[src/rtl/id_ex_stage.sv]
// ID/EX pipeline register with MEM/WB operand forwarding feeding the ALU.
// Stage registers honour flush > stall > load; forwarding is purely combinational.
module id_ex_stage #(
  parameter int unsigned WIDTH      = 32,
  parameter int unsigned REG_ADDR_W = 5
) (
  input  logic                  clk,
  input  logic                  rst_n,
  input  logic                  stall,
  input  logic                  flush,
  input  logic                  validD,
  input  logic [WIDTH-1:0]      rd1D,
  input  logic [WIDTH-1:0]      rd2D,
  input  logic [WIDTH-1:0]      immExtD,
  input  logic [REG_ADDR_W-1:0] rs1D,
  input  logic [REG_ADDR_W-1:0] rs2D,
  input  logic [REG_ADDR_W-1:0] rdD,
  input  logic [2:0]            ALUControlD,
  input  logic                  ALUSrcD,
  input  logic                  regWriteD,
  input  logic [WIDTH-1:0]      ALUResultM,
  input  logic [REG_ADDR_W-1:0] rdM,
  input  logic                  regWriteM,
  input  logic                  validM,
  input  logic [WIDTH-1:0]      resultW,
  input  logic [REG_ADDR_W-1:0] rdW,
  input  logic                  regWriteW,
  input  logic                  validW,
  output logic [WIDTH-1:0]      srcA,
  output logic [WIDTH-1:0]      srcB,
  output logic [2:0]            ALUControl,
  output logic [WIDTH-1:0]      writeDataE,
  output logic [REG_ADDR_W-1:0] rdE,
  output logic                  regWriteE,
  output logic                  validE,
  output logic [1:0]            forwardA,
  output logic [1:0]            forwardB
);

  logic [WIDTH-1:0]      rd1_q, rd1_d;
  logic [WIDTH-1:0]      rd2_q, rd2_d;
  logic [WIDTH-1:0]      imm_q, imm_d;
  logic [REG_ADDR_W-1:0] rs1_q, rs1_d;
  logic [REG_ADDR_W-1:0] rs2_q, rs2_d;
  logic [REG_ADDR_W-1:0] rd_q, rd_d;
  logic [2:0]            alu_ctrl_q, alu_ctrl_d;
  logic                  alu_src_q, alu_src_d;
  logic                  reg_write_q, reg_write_d;
  logic                  valid_q, valid_d;

  always_comb begin
    rd1_d       = rd1_q;
    rd2_d       = rd2_q;
    imm_d       = imm_q;
    rs1_d       = rs1_q;
    rs2_d       = rs2_q;
    rd_d        = rd_q;
    alu_ctrl_d  = alu_ctrl_q;
    alu_src_d   = alu_src_q;
    reg_write_d = reg_write_q;
    valid_d     = valid_q;
    if (flush) begin
      // Bubble: every field cleared so the slot cannot write back.
      rd1_d       = '0;
      rd2_d       = '0;
      imm_d       = '0;
      rs1_d       = '0;
      rs2_d       = '0;
      rd_d        = '0;
      alu_ctrl_d  = '0;
      alu_src_d   = 1'b0;
      reg_write_d = 1'b0;
      valid_d     = 1'b0;
    end else if (!stall) begin
      rd1_d       = rd1D;
      rd2_d       = rd2D;
      imm_d       = immExtD;
      rs1_d       = rs1D;
      rs2_d       = rs2D;
      rd_d        = rdD;
      alu_ctrl_d  = ALUControlD;
      alu_src_d   = ALUSrcD;
      reg_write_d = regWriteD & validD;
      valid_d     = validD;
    end
  end

  always_ff @(posedge clk or negedge rst_n) begin
    if (!rst_n) begin
      rd1_q       <= '0;
      rd2_q       <= '0;
      imm_q       <= '0;
      rs1_q       <= '0;
      rs2_q       <= '0;
      rd_q        <= '0;
      alu_ctrl_q  <= '0;
      alu_src_q   <= 1'b0;
      reg_write_q <= 1'b0;
      valid_q     <= 1'b0;
    end else begin
      rd1_q       <= rd1_d;
      rd2_q       <= rd2_d;
      imm_q       <= imm_d;
      rs1_q       <= rs1_d;
      rs2_q       <= rs2_d;
      rd_q        <= rd_d;
      alu_ctrl_q  <= alu_ctrl_d;
      alu_src_q   <= alu_src_d;
      reg_write_q <= reg_write_d;
      valid_q     <= valid_d;
    end
  end

  logic             mem_hit_a, wb_hit_a, mem_hit_b, wb_hit_b;
  logic [WIDTH-1:0] fwd_a, fwd_b;

  // x0 never forwards; MEM wins over WB because it carries the newer value.
  always_comb begin
    mem_hit_a = validM & regWriteM & (rdM != '0) & (rdM == rs1_q);
    wb_hit_a  = validW & regWriteW & (rdW != '0) & (rdW == rs1_q);
    mem_hit_b = validM & regWriteM & (rdM != '0) & (rdM == rs2_q);
    wb_hit_b  = validW & regWriteW & (rdW != '0) & (rdW == rs2_q);

    forwardA = 2'b00;
    fwd_a    = rd1_q;
    if (mem_hit_a) begin
      forwardA = 2'b10;
      fwd_a    = ALUResultM;
    end else if (wb_hit_a) begin
      forwardA = 2'b01;
      fwd_a    = resultW;
    end

    forwardB = 2'b00;
    fwd_b    = rd2_q;
    if (mem_hit_b) begin
      forwardB = 2'b10;
      fwd_b    = ALUResultM;
    end else if (wb_hit_b) begin
      forwardB = 2'b01;
      fwd_b    = resultW;
    end
  end

  assign srcA       = fwd_a;
  assign writeDataE = fwd_b;
  assign srcB       = alu_src_q ? imm_q : fwd_b;
  assign ALUControl = alu_ctrl_q;
  assign rdE        = rd_q;
  assign regWriteE  = reg_write_q;
  assign validE     = valid_q;

endmodule

[config.mk]
export PLATFORM = sky130hd
export DESIGN_NAME = id_ex_stage
export DESIGN_NICKNAME = d
export VERILOG_FILES = /design/src/rtl/id_ex_stage.sv
export SDC_FILE = /design/constraint.sdc
export NUM_CORES = 1
export LEC_CHECK = 0
export ABC_AREA = 1
export ABC_CLOCK_PERIOD_IN_PS = 1490
export BUFFER_PORTS_ARGS = -buffer_cell sky130_fd_sc_hd__buf_2
export CAP_MARGIN = 20
export CORE_UTILIZATION = 44
export DETAILED_ROUTE_END_ITERATION = 8
export GPL_TIMING_DRIVEN = 0
export HOLD_SLACK_MARGIN = 0.06
export PLACE_DENSITY_LB_ADDON = 0.3
export SLEW_MARGIN = 20
export SYNTH_ARGS = -nofsm -noshare
export SYNTH_HDL_FRONTEND = slang
export SYNTH_SLANG_ARGS = --single-unit
[constraint.sdc]
create_clock -name clk -period 1.49 [get_ports clk]
set_input_delay 0.2235 -clock clk [delete_from_list [all_inputs] [get_ports clk]]
set_output_delay 0.2235 -clock clk [all_outputs]
set_load 0.005 [all_outputs]
Yosys cells after proc, flatten, opt, wreduce, memory -nomap -nowiden
Cells that the tools add are included.
Storage, ports and cells
  bits in writable memories: 0
  latch bits: 0
  ROM bits: 0
  bits in registers: 117
  memories: 0
Operators by class
  divide/modulo/power cells: 0
  shift operators: 0
  multipliers: 0
  bitwise logic cells: 9
  mux-type cells: 29
  eq/ne operators: 5
  magnitude comparators: 0
  reduce and logical (&&, ||, !) cells: 2
  add/sub/neg operators: 0
Operators with widths (number)
  32-bit 2-to-1 mux: 11
  5-bit 2-to-1 mux: 6
  5-bit equality test: 4
  5-bit nonzero test: 2
  1-bit bitwise AND: 9
  1-bit 2-to-1 mux: 8
  3-bit 2-to-1 mux: 2
  2-bit 2-to-1 mux: 2
  2-bit by 1-bit inequality test with 1-bit output, second input constant: 1

Longest topological paths before layout
Gate-level depths: netlist (run 1).
  word-level depth: 6
  gate-level depth with buffers: 11
  mapped depth without buffers: 10

Least setup slack after synthesis (run 1)
No wires, ideal clock.
  path kind: reg2out
  start: register rs2_q[2]
  end: output writeDataE[22]
  stages on the path, launching flop included: 8
  arrival: 1.345 ns
  path slack: -0.079 ns
  data required time: 1.266 ns
  cells stage by stage: dfrtp_1 -> xor2_1 -> nor3_2 -> nand2_2 -> buf_6 -> nand2_1 -> nand3_1 -> and2_1
Between the ends
  longest elaborated chain between the ends: 4
  elaborated cells on any way between the ends: 6
  those cells by class: eq/ne (2); mux (2); bitwise (2)
RTL lines
  from (decl): line 44  | logic [REG_ADDR_W-1:0] rs2_q, rs2_d;
  from (signal assigned): line 105  | rs2_q <= rs2_d;
  5-bit equality test: line 122  | wb_hit_b = validW & regWriteW & (rdW != '0) & (rdW == rs2_q);
  1-bit bitwise AND: line 122
  32-bit 2-to-1 mux: line 139  | end else if (wb_hit_b) begin
  32-bit 2-to-1 mux (*): line 136  | if (mem_hit_b) begin
  to (decl): line 32  | output logic [WIDTH-1:0] writeDataE,
Every way passes the cells marked *; elsewhere a longest branch is shown, timed or not.

Worst setup path after layout (run 1)
  start: register rs2_q[3]
  end: output srcB[2]
Between the ends
  longest elaborated chain between the ends: 5
  elaborated cells on any way between the ends: 7
  those cells by class: eq/ne (2); mux (3); bitwise (2)
RTL lines
  5-bit equality test: line 122
  1-bit bitwise AND: line 122
  32-bit 2-to-1 mux: line 139
  32-bit 2-to-1 mux (*): line 136
  32-bit 2-to-1 mux (*): line 147  | assign srcB = alu_src_q ? imm_q : fwd_b;
  to (decl): line 30  | output logic [WIDTH-1:0] srcB,
Marked as above.

==> results by group, run 1 <==
Run status
  • Status: finished with violations
  • Failing checks: setup timing

Pwr
  • Leakage power: 7.19 nW
  • Peak VDD IR: 846 uV
  • Pwr/cell area: 797 nW/um2
  • Power after layout: between 10 and 15 mW

Clock network
  • CTS Sinks: 117
  • CTS Root Cell: clkbuf_16
  • Clk slew on worst S/H paths: around 0.05 ns
  • Max H-tree Level: 4
  • Total CTS buffers: 17
  • Longest Clk Path Bufs: 2
  • Clock Latency Late Sink: 0.42 ns
  • CTS tree: built

Floorplan
  • Chip Width: 130 um
  • Core area: 15,900 um2
  • Std-Cell Rows: 46
  • Die Y: 130 um
  • Die area: 16,800 um2
  • Initial Utilization: 0.452
  • IO Count: roughly 310

Drt
  • Detailed-route via count: 10,168
  • Vias per Instance: 5.76
  • Routed Antenna Nets: 0
  • Wire per inst: 20.8 um
  • Final WL: about 37,000 um
  • Detailed Routing Iterations Pass 1: 6
  • Detailed Route Iter0 Violations: 1,133
  • DRC Markers: 0

GRT
  • Overall Global Routing Usage: 0.355
  • Initial antenna violation count: 0
  • First-pass GRT wire length: 44,900 um
  • Grt ovf: 0
  • Largest net degree at the start of global routing: 61
  • Vias in the first global route: 8,994

Critical path
  • Setup CP Type: flip-flop to output port
  • Crit path max-delay family: simple AND/OR/NAND/NOR gates
  • Crit-path max FO: 5
  • FF-to-FF Start: alu_src_q
  • R2r setup slk: 0.32 ns
  • CP max stage delay: 0.42 ns
  • Crit path arrival time: 2.24 ns
  • Register-to-Register Path Depth: 3
  • Buf/Inv on CP: 4
  • Worst setup SP type: flip-flop
  • CP endpoint kind: output port
  • Critical path's slowest cell: dfrtp_1
  • Crit path cell chain: inv_2, nand2_2, nand2_2, nand3_2, nor2_4, buf_12, nand2_8, buf_12, nand2_4, nand3_4, nand3_2, nand2_1, buf_2
  • Worst EP required: between 1 and 1.5 ns
  • R2R Path End: alu_src_q

Timing
  • Period utilisation layout: 1.65
  • Rel. slew slack: 0.464
  • Final count of hold timing violations: 0
  • Fmax: slightly above 0.4 GHz
  • Setup Skew: 0 ns
  • Tightest Pin Transition: about 0.8 ns
  • Setup repair after global routing missed its margin: true
  • Min Clock Period, post-route: between 2 and 2.5 ns
  • Worst setup margin: -0.972 ns
  • Pins Over Slew Limit: 0
  • Final setup vio count: ~130

Synth
  • Avg Cell Area, Syn: 6.81 um2
  • Ys Warns: 0
  • Post-Syn Nets: around 1,300
  • Unique masters post-synth: 25
  • Syn Inst Count: 1,053
  • Sequential fraction of the synthesis area: 0.408
  • Post-synth EDFFs: 0
  • Main synth FF type: dfrtp_1
  • Flops & latches, synth: 117
  • Async set or reset register ratio after synthesis: 1.00
  • Mapped Area: 7170 um2

Worst hold path
  • Hold path start: rd1D[31]
  • Worst hold endpoint: rd1_q[31]
  • Hold Path Class: input port to flip-flop
  • Hold Path Depth: 3

Cells and area
  • Share of cells above drive strength 1: 0.426
  • Commonest non-fill, non-tap cell in the layout: nand2_1
  • Most frequent cells in the layout: nand2_1 (340), buf_2 (281), nand3_1 (118), dlygate4sd3_1 (116), dfrtp_1 (115)
  • Area Growth Syn to Fin: 84.1%
  • Non-Filler Instances: 1,764
  • Layout Nets: around 1,700

Placed design
  • Final HPWL DP: 19,400 um
  • Placed Cells incl. Taps: 1,578
  • Port Buf Inserts: 308
  • Final estimated routing congestion in global placement: approximately 0.86

Flow run
  • Max-cap violations: 0
-- flip-flops by register name, indices dropped and copies added (netlist names) --
name,cells
rd1_q,32
ALUControl,3
rs2_q,5
rs1_q,5
rd2_q,32
imm_q,32
rdE,5
validE,1
alu_src_q,1
regWriteE,1
-- worst max-delay path by stage --
| stage | end | slack, ns | from | depth (start not counted) |
|---|---|---|---|---|
| floorplan | writeDataE[22] | -0.08 | rs2_q[2] | 7 |
| global placement | imm_q[13] | -1.29 | rst_n | 1 |
| detailed placement | imm_q[30] | -0.90 | flush | 6 |
| CTS | writeDataE[20] | -0.85 | rs2_q[3] | 12 |
| global route | srcB[2] | -1.06 | rs2_q[0] | 11 |
| finish | srcB[2] | -0.97 | rs2_q[3] | 13 |
-- cells in the mapped netlist, types with 7 or more instances --
| library cell | n | area share |
|---|---|---|
| nand3b_1 | 32 | 0.033 |
| buf_1 | 7 | 0.0037 |
| nand3_1 | 213 | 0.15 |
| clkbuf_1 | 35 | 0.018 |
| and2_1 | 32 | 0.028 |
| nand2_1 | 437 | 0.23 |
| o21ai_0 | 36 | 0.025 |
| dfrtp_1 | 117 | 0.41 |
| inv_1 | 75 | 0.039 |
| xnor2_1 | 11 | 0.013 |
| buf_2 | 18 | 0.013 |
| nor2_1 | 9 | 0.0047 |
-- repair_timing --
item | 4_1_cts | 5_1_grt
hold buffers | 116 | 0
gates resized for setup | 114 | 341
endpoints found under the hold margin | 172 | 0
buffers inserted | 18 | 9
gates cloned | 2 | 10
endpoints found under the setup margin | 167 | 100
pin swaps | 21 | 75
-- worst reg2reg max path, stage by stage (launching register included) --
cell	delay, ns
dfrtp_1	0.32
clkbuf_1	0.29
inv_1	0.28
o21ai_0	0.21
-- final cells by class --
type	instances	area, um2
Multi-Input combinational cell	788	4940
Timing Repair Buffer	463	3510
Inverter	78	318
Antenna cell	1	2.50
Tap cell	216	270
Sequential cell	117	2930
Clock buffer	23	478
Clock inverter	9	173
Buffer	69	584
Fill cell	922	2680
-- where the power goes --
part	leakage, nW	switching (mW)	internal [mW]
Clock	0.317	1.51	3.09
Sequential	1.55	0.137	3.36
Combinational	5.32	1.30	1.14
Total	7.19	2.94	7.59
-- per-layer routing --
| metal | routed length, um | global-route usage | vias to the layer above |
|---|---|---|---|
| met4 | 2290 | 0.185 | 0 |
| li1 | - | - | 4304 |
| met5 | 0 | 0 | - |
| met3 | 3790 | 0.0853 | 246 |
| met1 | 12900 | 0.425 | 4755 |
| met2 | 17800 | 0.595 | 863 |
-- kinds of logic (layout without fill, tap and decap cells) --
logic type                Yosys count  count (layout)  share of synthesized area
AOI/OAI and AO/OA                  36              36                     0.0251
buffers and inverters             149             642                     0.0900
xor gates and xnor gates           17              17                     0.0208
and+or+nand+nor                   734             735                      0.456
DFF                               117             117                      0.408
other                               0               1                          0
-- per-stage QoR --
stage,setup slack [ns],setup TNS [ns],hold WS (ns),utilization,instance area (um2)
after floorplan,-0.0787,-6.54,-0.0721,-,7180
after global placement,-1.29,-271.26,0.417,0.566,8990
after detailed placement,-0.899,-129.29,0.226,0.568,9020
after CTS,-0.852,-80.06,0.0607,0.722,11500
final,-0.972,-89.07,0.0781,0.832,13200
after global routing,-1.06,-95.09,0.0671,0.831,13200
Power figures use the tool's default switching activity.
==> inputs of run 2 (changes only) <==
==> constraint.sdc (replaced) <==
create_clock -name clk -period 1.49 [get_ports clk]
set_input_delay 0.149 -clock clk [delete_from_list [all_inputs] [get_ports clk]]
set_output_delay 0.149 -clock clk [all_outputs]
set_load 0.005 [all_outputs]
==> run 2 against run 1 <==
  * The run still ends with setup timing left
  * Non-clock buffer count is 12 higher
  * First-iteration DRC count down 9.5%
  * Flip-flop and latch count stayed put
  * Hold slack better by 0.14 ns
  * Clock power down 21%
  * Combinational power rose by 2%
  * Cell count increased by 0.74%
  * Total power is 8.5% lower
  * Maximum frequency grew 0.96%
  * Clock skew is the same
  * Largest cell class unchanged
  * Largest power group unchanged
==> results by group, run 2 (synthesis results as in run 1) <==
Critical path
  • Worst EP required: 1.34 ns (+0.07 ns)
  • FF-to-FF Start: rs2_q[1]
  • Critical path's slowest cell: dfrtp_2
  • Register-to-Register Path Depth: 9 (+6)
  • Setup CP Type: flip-flop to output port
  • CP max stage delay: 0.45 ns (+0.03 ns)
  • R2r setup slk: 0.11 ns (-0.21 ns)
  • Crit path cell chain: xnor2_2, inv_2, nor2_4, buf_12, clkbuf_4, nand3b_1, nand3_2, nand2_1, buf_2
  • Crit path arrival time: 2.29 ns (+0.05 ns)
  • Worst setup SP type: flip-flop
  • Crit-path max FO: 10 (+5)
  • Buf/Inv on CP: 4 (unchanged)
  • Crit path max-delay family: simple AND/OR/NAND/NOR gates
  • CP endpoint kind: output port
  • R2R Path End: rs2_q[1]

GRT
  • Overall Global Routing Usage: 0.392 (+0.0366)
  • Grt ovf: 0 (unchanged)
  • First-pass GRT wire length: 49,100 um (+9.3%)
  • Vias in the first global route: 9,591 (+6.6%)
  • Largest net degree at the start of global routing: 64 (+4.9%)
  • Initial antenna violation count: 1 (+1)

Timing
  • Worst setup margin: -0.949 ns (+0.0235 ns)
  • Period utilisation layout: 1.64 (-0.0157)
  • TNS Setup: -82.26 ns (+6.81 ns)
  • Final setup vio count: 100 (-24%)
  • Pins Over Slew Limit: 0 (unchanged)
  • Final count of hold timing violations: 0 (unchanged)
  • Setup Skew: 0 ns (unchanged)
  • Min Clock Period, post-route: 2.44 ns (-0.0235 ns)
  • Setup repair after global routing missed its margin: true
  • Rel. slew slack: 0.527 (+0.0636)
  • Tightest Pin Transition: 0.708 ns (-0.0953 ns)
  • Fmax: 0.410 GHz (+0.96%)

Pwr
  • Peak VDD IR: 775 uV (-8.4%)
  • Pwr/cell area: 727 nW/um2 (-8.8%)
  • Leakage power: 7.11 nW (-1.1%)

Cells and area
  • Register area: 2930 um2 (about the same)
  • Layout Nets: 1,745 (+0.69%)
  • Commonest non-fill, non-tap cell in the layout: nand2_1
  • Most frequent cells in the layout: nand2_1 (340), buf_2 (287), dlygate4sd3_1 (118), dfrtp_1 (114), nand3_1 (103)
  • Top Registers: imm_q (32), rd1_q (32), rd2_q (32)
  • Final Util: 0.834 (+0.00268)
  • Area Growth Syn to Fin: 84.7%
  • Share of cells above drive strength 1: 0.441 (+0.0150)
  • Multi-input logic area: 5060 um2 (+2.4%)
  • Number of fill cells: 864 (-6.3%)

Placed design
  • Final estimated routing congestion in global placement: 0.880 (+2.1%)
  • Final HPWL DP: 19,900 um (+2.5%)
  • Port Buf Inserts: 308 (unchanged)

Drt
  • Detailed-route via count: 10,170 (+0.020%)
  • Detailed Routing Iterations Pass 1: 8 (+2)
  • Detailed Route Iter0 Violations: 1,025 (-9.5%)
  • DRC Markers: 0 (unchanged)
  • Vias per Instance: 5.72 (-0.71%)
  • Final WL: 36,900 um (+0.43%)
  • Routed Antenna Nets: 0 (unchanged)
  • Wire per inst: 20.7 um (-0.31%)

Clock network
  • Clock Latency Late Sink: 0.42 ns (about the same)
  • CTS Sinks: 117 (unchanged)
  • Longest Clk Path Bufs: 2 (unchanged)
  • CTS tree: built
  • Max H-tree Level: 4 (unchanged)
  • CTS Root Cell: clkbuf_16
  • Clk slew on worst S/H paths: 0.06 ns (about the same)
  • Total CTS buffers: 17 (unchanged)

Worst hold path
  • Hold Path Depth: 4 (+1)
  • Worst hold endpoint: rd2_q[27]
  • Hold path start: flush
  • Hold Path Class: input port to flip-flop

Run status
  • Failing checks: setup timing
  • Status: finished with violations

Floorplan
  • Initial Utilization: 0.452 (unchanged)
  • Std-Cell Rows: 46 (unchanged)
  • Die area: 16,800 um2 (unchanged)
  • Core area: 15,900 um2 (unchanged)
  • Die Y: 130 um (unchanged)
  • Chip Width: 130 um (unchanged)
  • IO Count: 309 (unchanged)

Flow run
  • Max-cap violations: 0 (unchanged)
[run 2: how the worst max path moves through the flow]
stage	from	to	cells past startpoint
2_1_floorplan	rs2_q[2]	writeDataE[22]	7
3_3_place_gp	rst_n	imm_q[15]	1
3_5_place_dp	rs2_q[2]	srcB[3]	10
4_1_cts	rs2_q[0]	srcB[3]	10
5_1_grt	rs1_q[3]	srcA[12]	9
6_report	rs1_q[3]	srcA[12]	9
[run 2: power by group]
group          switching, mW  internal, mW  leakage, nW
Sequential             0.136          3.36         1.55
Combinational           1.33          1.17         5.31
Clock                   1.51          2.13        0.244
Total                   2.98          6.66         7.11
[run 2: per-layer routing]
| metal | track usage | share of wire | vias up |
|---|---|---|---|
| li1 | - | - | 4344 |
| met1 | 0.461 | 0.35 | 4769 |
| met2 | 0.659 | 0.49 | 807 |
| met3 | 0.0841 | 0.10 | 250 |
| met4 | 0.235 | 0.067 | 0 |
| met5 | 0 | 0 | - |
[run 2: layout make-up]
type / instances / area share
flip-flops and latches: 117 / 0.221
multi-input cells: 788 / 0.382
repair buffers: 474 / 0.272
plain buffers: 70 / 0.0415
clock inverters: 10 / 0.00453
inverters: 78 / 0.0240
diodes: 3 / 0.000567
well taps: 216 / 0.0204
clock buffers: 21 / 0.0340
[run 2: tightest hold or removal path, delay by kind of cell]
| family | cells | cell delay [ns] |
|---|---|---|
| and+or+nand+nor | 2 | 0.17 |
| buffers and inverters | 2 | 0.27 |
[run 2: through the flow]
stage | cell area, um2 | power, mW | instances | worst slack [ns] | hold slack, ns
detailed placement | 9020 | 5.06 | 1578 | -0.657 | 0.149
floorplan | 7170 | 4.22 | 1053 | -0.00418 | -0.147
finish | 13300 | 9.64 | 1777 | -0.949 | 0.220
CTS | 12200 | 9.18 | 1773 | -0.800 | 0.165
global placement | 8990 | 5.02 | 1577 | -1.25 | 0.343
global route | 13200 | 9.93 | 1775 | -0.989 | 0.208
[run 2: timing repair]
item,4_1_cts,5_1_grt
hold endpoints to repair,171,0
hold buffers,118,0
pin swaps,48,61
cloned,10,3
resized for setup,256,232
setup endpoints to repair,143,130
setup buffers,36,8
